[config.mk]
export PLATFORM = sky130hd
export DESIGN_NAME = data_mem_access_unit
export DESIGN_NICKNAME = d
export VERILOG_FILES = /design/src/rtl/data_mem_access_unit.sv
export SDC_FILE = /design/constraint.sdc
export NUM_CORES = 1
export LEC_CHECK = 0
export BUFFER_PORTS_ARGS = -buffer_cell sky130_fd_sc_hd__buf_2
export CORE_MARGIN = 2
export CORE_UTILIZATION = 55
export CTS_BUF_LIST = sky130_fd_sc_hd__clkbuf_8
export CTS_CLUSTER_SIZE = 20
export DETAILED_ROUTE_END_ITERATION = 16
export MAX_ROUTING_LAYER = met4
export PLACE_DENSITY = 0.85
export SETUP_SLACK_MARGIN = 0.15
export SLEW_MARGIN = 10
export SYNTH_ARGS = -nofsm -noshare
export SYNTH_HDL_FRONTEND = slang
export SYNTH_SLANG_ARGS = --single-unit
[constraint.sdc]
create_clock -name clk -period 4.6 [get_ports clk]
set_input_delay 0.92 -clock clk [delete_from_list [all_inputs] [get_ports clk]]
set_output_delay 0.92 -clock clk [all_outputs]
set_load 0.05 [all_outputs]
[src/rtl/data_mem_access_unit.sv]
// Load/store unit: byte/half/word accesses over a req/ack word bus.
// Stalls the pipeline while a transaction is outstanding.
module data_mem_access_unit #(
  parameter int ADDR_W         = 32,
  parameter int TIMEOUT_CYCLES = 16
) (
  input  logic              clk,
  input  logic              rst_n,
  input  logic              mem_read,
  input  logic              mem_write,
  input  logic [1:0]        size_in,
  input  logic              load_sign,
  input  logic [ADDR_W-1:0] addr,
  input  logic [31:0]       wr_data,
  output logic [31:0]       rd_data,
  output logic              done,
  output logic              stall,
  output logic              addr_err,
  output logic              bus_err,
  output logic              bus_req,
  output logic              bus_we,
  output logic [ADDR_W-1:0] bus_addr,
  output logic [3:0]        bus_be,
  output logic [31:0]       bus_wdata,
  input  logic [31:0]       bus_rdata,
  input  logic              bus_ack
);

  typedef enum logic [1:0] {
    IDLE = 2'b00,
    BUSY = 2'b01,
    DONE = 2'b10
  } state_e;

  localparam logic [7:0] TO_LAST =
    8'(TIMEOUT_CYCLES - 1);

  state_e state_q, state_d;

  logic [7:0]        cnt_q, cnt_d;
  logic              req_q, req_d;
  logic              we_q, we_d;
  logic [ADDR_W-1:0] addr_q, addr_d;
  logic [3:0]        be_q, be_d;
  logic [31:0]       wdata_q, wdata_d;
  logic [1:0]        size_q, size_d;
  logic              sign_q, sign_d;
  logic [1:0]        lane_q, lane_d;
  logic [31:0]       rd_q, rd_d;
  logic              done_q, done_d;
  logic              berr_q, berr_d;
  logic              aerr_q, aerr_d;

  logic              req_in;
  logic              bad_req;
  logic              sz_b, sz_h, sz_w;
  logic [3:0]        be_new;
  logic [31:0]       wd_new;
  logic [7:0]        ld_byte;
  logic [15:0]       ld_half;
  logic [31:0]       ld_val;

  assign req_in = mem_read | mem_write;
  assign sz_b   = (size_in == 2'b00);
  assign sz_h   = (size_in == 2'b01);
  assign sz_w   = (size_in == 2'b11);

  // Flag conflicting, illegal-size or misaligned requests.
  always_comb begin
    bad_req = 1'b0;
    if (mem_read && mem_write) begin
      bad_req = 1'b1;
    end
    unique case (1'b1)
      sz_b:    bad_req = bad_req;
      sz_h:    if (addr[0]) bad_req = 1'b1;
      sz_w:    if (addr[1:0] != 2'b00) bad_req = 1'b1;
      default: bad_req = 1'b1;
    endcase
  end

  // Byte enables and lane-replicated store data.
  always_comb begin
    be_new = 4'b0000;
    wd_new = 32'h0;
    unique case (1'b1)
      sz_b: begin
        be_new = 4'b0001 << addr[1:0];
        wd_new = {4{wr_data[7:0]}};
      end
      sz_h: begin
        be_new = addr[1] ? 4'b1100 : 4'b0011;
        wd_new = {2{wr_data[15:0]}};
      end
      sz_w: begin
        be_new = 4'b1111;
        wd_new = wr_data;
      end
      default: begin
        be_new = 4'b0000;
        wd_new = 32'h0;
      end
    endcase
  end

  // Extract the addressed lane and extend it.
  always_comb begin
    ld_byte = bus_rdata[{lane_q, 3'b000} +: 8];
    ld_half = lane_q[1] ? bus_rdata[31:16]
                        : bus_rdata[15:0];
    ld_val  = bus_rdata;
    unique case (size_q)
      2'b00:
        ld_val = {{24{sign_q & ld_byte[7]}},
                  ld_byte};
      2'b01:
        ld_val = {{16{sign_q & ld_half[15]}},
                  ld_half};
      default:
        ld_val = bus_rdata;
    endcase
  end

  // Next-state and registered-output logic.
  always_comb begin
    state_d = state_q;
    cnt_d   = cnt_q;
    req_d   = req_q;
    we_d    = we_q;
    addr_d  = addr_q;
    be_d    = be_q;
    wdata_d = wdata_q;
    size_d  = size_q;
    sign_d  = sign_q;
    lane_d  = lane_q;
    rd_d    = rd_q;
    done_d  = 1'b0;
    berr_d  = 1'b0;
    aerr_d  = 1'b0;
    unique case (state_q)
      IDLE: begin
        if (req_in) begin
          if (bad_req) begin
            aerr_d = 1'b1;
          end else begin
            req_d   = 1'b1;
            we_d    = mem_write;
            addr_d  = {addr[ADDR_W-1:2], 2'b00};
            be_d    = be_new;
            wdata_d = wd_new;
            size_d  = size_in;
            sign_d  = load_sign;
            lane_d  = addr[1:0];
            cnt_d   = 8'd0;
            state_d = BUSY;
          end
        end
      end
      BUSY: begin
        if (bus_ack) begin
          req_d   = 1'b0;
          cnt_d   = 8'd0;
          done_d  = 1'b1;
          state_d = DONE;
          if (!we_q) begin
            rd_d = ld_val;
          end
        end else if (cnt_q == TO_LAST) begin
          req_d   = 1'b0;
          cnt_d   = 8'd0;
          rd_d    = 32'h0;
          done_d  = 1'b1;
          berr_d  = 1'b1;
          state_d = DONE;
        end else begin
          cnt_d = cnt_q + 8'd1;
        end
      end
      DONE: begin
        state_d = IDLE;
      end
      default: begin
        state_d = IDLE;
        req_d   = 1'b0;
        cnt_d   = 8'd0;
      end
    endcase
  end

  // State and bus registers; reset drops the bus at once.
  always_ff @(posedge clk or negedge rst_n) begin
    if (!rst_n) begin
      state_q <= IDLE;
      cnt_q   <= 8'd0;
      req_q   <= 1'b0;
      we_q    <= 1'b0;
      addr_q  <= '0;
      be_q    <= 4'b0000;
      wdata_q <= 32'h0;
      size_q  <= 2'b00;
      sign_q  <= 1'b0;
      lane_q  <= 2'b00;
      rd_q    <= 32'h0;
      done_q  <= 1'b0;
      berr_q  <= 1'b0;
      aerr_q  <= 1'b0;
    end else begin
      state_q <= state_d;
      cnt_q   <= cnt_d;
      req_q   <= req_d;
      we_q    <= we_d;
      addr_q  <= addr_d;
      be_q    <= be_d;
      wdata_q <= wdata_d;
      size_q  <= size_d;
      sign_q  <= sign_d;
      lane_q  <= lane_d;
      rd_q    <= rd_d;
      done_q  <= done_d;
      berr_q  <= berr_d;
      aerr_q  <= aerr_d;
    end
  end

  // Stall covers the accepting cycle and all of BUSY.
  always_comb begin
    stall = 1'b0;
    if (rst_n) begin
      stall = (state_q == BUSY) ||
              ((state_q == IDLE) && req_in && !bad_req);
    end
  end

  assign rd_data   = rd_q;
  assign done      = done_q;
  assign bus_err   = berr_q;
  assign addr_err  = aerr_q;
  assign bus_req   = req_q;
  assign bus_we    = we_q;
  assign bus_addr  = addr_q;
  assign bus_be    = be_q;
  assign bus_wdata = wdata_q;

endmodule

# Word level (Yosys, flattened, before mapping)
# Cells that the tools add are included.
# totals
output_inout_bits	106
reg_bits	118
# classes
shift	2
n_reduce_logical	15
n_eq_ne	10
addsub	1
n_bitwise	5
muxes	36
# op_table
op	n
$mux W32	3
$pmux W32 S3	1
$pmux W32 S2	1
$mux W8	4
$shiftx A32 B6 Y8	1
$pmux W8 S3	1
$mux W1	16
$mux W16	1
$pmux W4 S3	1
$reduce_and A3 Y1	4
$add A8 B1 Y8 const B	1
$eq A8 B4 Y1 const B	1
$mux W2	4
$eq A2 B1 Y1 const B	3
$logic_not A2 Y1	3
$ne A2 B2 Y1 const B	3
$pmux W1 S3	2
$eq A2 B2 Y1 const B	2
$mux W4	1
$pmux W2 S2	1
$reduce_and A4 Y1	1
$reduce_bool A2 Y1	2
$shl A1 B2 Y4 const A	1
$logic_and A1 B1 Y1	3
other kinds (6)	8

# Logic depth before layout (Yosys ltp)
# depth
word_depth	8
mapped_depth	7
mapped_depth_nobuf	5

# Least setup slack after synthesis
# No wires, ideal clock.
# synth_timing
path_kind	input -> output
start	input port addr[1]
end	output port stall
path_buffers	0
setup_slack_ps	1129
stages	4
required_ps	3680
arrival_time_ps	2551
cell_sequence	and2b_1 o21a_1 a21oi_1 nor3b_1
# synth_between
elab_chain_cells	7
# synth_lines
item	line	source
from (decl)	13	input logic [ADDR_W-1:0] addr,
$reduce_bool A2 Y1	77	sz_w: if (addr[1:0] != 2'b00) bad_req = 1'b1;
$mux W1	77	
$pmux W1 S3	74	unique case (1'b1)
$logic_not A1 Y1	230	((state_q == IDLE) && req_in && !bad_req);
$logic_and A1 B1 Y1	230	
$logic_or A1 B1 Y1	229	stall = (state_q == BUSY) ||
$mux W1	228	if (rst_n) begin
to (decl)	17	output logic stall,
# No other way between the ends.

# Worst setup path in the final report
# layout_timing
start	input port size_in[0]
end	output port stall
# layout_between
elab_chain_cells	6
word_cells_on_any_way	8
# layout_lines
item	line	source
from (decl)	11	input logic [1:0] size_in,
$eq A2 B2 Y1, or another cell as far along	66	assign sz_w = (size_in == 2'b11);
$pmux W1 S3 *	74	
$logic_not A1 Y1 *	230	
$logic_and A1 B1 Y1 *	230	
$logic_or A1 B1 Y1 *	229	
$mux W1 *	228	
# Mark *: on every way between the ends. The rest lies on a longest branch, timed or not.

==> metrics <==
H-tree depth 4; setup_tns 0 ps; io pins 210; PwrDens 734 nW/µm²; Sequential Area 2950 µm²; clk_lat worst skew 420 ps; share of cells above drive strength 1 32.4%; Post-CTS Setup Bufs 0; status finished clean; Gate Count Post-Synth 582; Final GP Congestion 0.924; Ant. Diodes 0; Antenna Violating Nets Remaining 0; clk buf depth 2; core box area 9730 µm²; Avg WL per Cell 16.6 µm; asr flop ratio synth 100%; maxcap violations 0; placed cell areas 6540 µm²; TritonRoute pass-1 iters 5; Hold Violations, Final 0; Vert. Die Dim 104 µm; post-layout instance area 6920 µm²; number of cell rows 36; vias post-DR 5,178; Peak VDD IR 0.408 mV; leading cell types in the layout, fill and taps excluded buf_2 (206), nand2_1 (152), dfrtp_1 (118); Final HPWL DP 11,100 µm; Place WS 1320 ps; hold depth 2; first-pass GRT wire length 25,000 µm; number of synthesized flops with an enable pin 0; Worst EP required 3680 ps; CTS Root Cell clkbuf_8; placed cells 888; final hold slack 463 ps; CTS resizes 0; Final nets 879; Final Max Slew Viols 0; Avg Synthesized Cell Area 9.40 µm²; final wirelength 15,200 µm; Fmax 298 MHz; Synth cell types 54; area of the multi-input gates 2310 µm²; Area Growth Syn to Fin 26.5%; Post-Syn Area 5470 µm²; Worst Skew 14.2 ps; worst-path maximum fanout 24; CP Class input port to output pin; post-synthesis sequential area ratio 54.0%; ys flop type dfrtp_1; worst slew pin tran 860 ps; Worst R2R Setup Slack 2200 ps; unrepaired setup endpoints after global routing no; Die Span X 104 µm; fin crit share 72.9%; CTS tree built; slew margin rel. 42.6%; All-Layer GR Usage 29.7%; die area 10,800 µm²; vias in the first global route 5,055; Core Util, Final 71.2%; DRT iter0 DRCs 291; Post-CTS Hold Buffers 0; largest net degree at the start of global routing 67; worst setup margin 1250 ps; Design Power 5.08 mW; # DRC 0; Clock Pin Slew Worst Setup and Hold Paths 70 ps; final setup vio count 0; most common cell after layout, fill and taps aside buf_2; initial antenna violation count 0; PortBufs 207; #FFs+latches synth 118; grt ovf 0; Initial Util 56.2%; Sink Count 118; Synthesis Warnings 0; CTS buffer count 17; critical path arrival 2430 ps; Fillers 761; Pleak 3.63 nW; Hold Crit Class flop to flop; critical path capture point type output pin; Period minus WS final 3350 ps; fin cells 918; worst reg2reg path depth 5; vias per std cell 5.64; CP Launch Type input port
==> logic make-up after synthesis <==
kind of cell	share of synthesized area [%]
AOI/OAI and AO/OA	17.4
xor gates and xnor gates	0.297
adders and majority gates	0.412
buffers and inverters	4.21
DFF	54.0
muxes	3.32
other	0.0685
and+or+nand+nor	20.3
==> final cells by class <==
class,instances,area share (%)
multi-input cells,417,33.4
clock inverters,12,2.01
repair buffers,212,15.5
flip-flops and latches,118,42.7
inverters,8,0.434
clock buffers,18,3.58
well taps,133,2.40
==> flip-flops by register name, summed over array words and instances, names as in the netlist <==
register   cells
size_q         2
bus_req        1
sign_q         1
bus_we         1
bus_wdata     32
cnt_q          8
lane_q         2
bus_be         4
rd_data       32
bus_addr      30
addr_err       1
state_q        2
bus_err        1
done           1
==> cells in the mapped netlist, types with 3 or more instances <==
cell type  instances  area [µm²]
nand2_1          152         571
dfrtp_1          118        2950
nor2_1            47         176
o21ai_0           45         225
a21oi_1           29         145
clkbuf_1          20        75.1
a221o_1           17         170
a221oi_1          17         149
mux2i_1           17         170
nand3_1           17        85.1
buf_2             12        60.1
inv_1              8        30.0
or3_1              6        37.5
buf_4              5        37.5
nor3_1             5        25.0
o21ai_1            5        25.0
o31ai_1            5        37.5
and2_1             4        25.0
and3_1             4        25.0
nand2b_1           4        25.0
nor2b_1            4        25.0
a21o_1             3        22.5
a22o_1             3        26.3
==> report_power, final <==
group	internal [mW]	total, mW	switching [mW]
Sequential	1.42	1.68	0.263
Clock	0.536	0.932	0.396
Combinational	0.581	2.47	1.89
==> layer usage <==
metal	wire length, µm	up-vias	global-route usage, %
met1	6070	2498	36.2
met4	286	0	10.5
met5	0	-	-
met3	1240	27	7.61
li1	-	2401	-
met2	7650	252	48.5
==> final timing paths <==
check	start	end
max in group asynchronous	rst_n	bus_addr[26]
setup reg to reg	state_q[1]	bus_wdata[20]
min in group asynchronous	rst_n	rd_data[18]
setup / recovery	size_in[0]	stall
hold / removal	bus_wdata[0]	bus_wdata[0]
hold reg to reg	bus_wdata[0]	bus_wdata[0]
==> worst max-delay path, cell delays in order <==
cell	delay (ps)
buf_2	380
and2b_1	310
o21a_1	200
a21oi_1	80
nor3b_1	220
buf_2	310
Note: power is estimated with default switching activity, not from simulation.
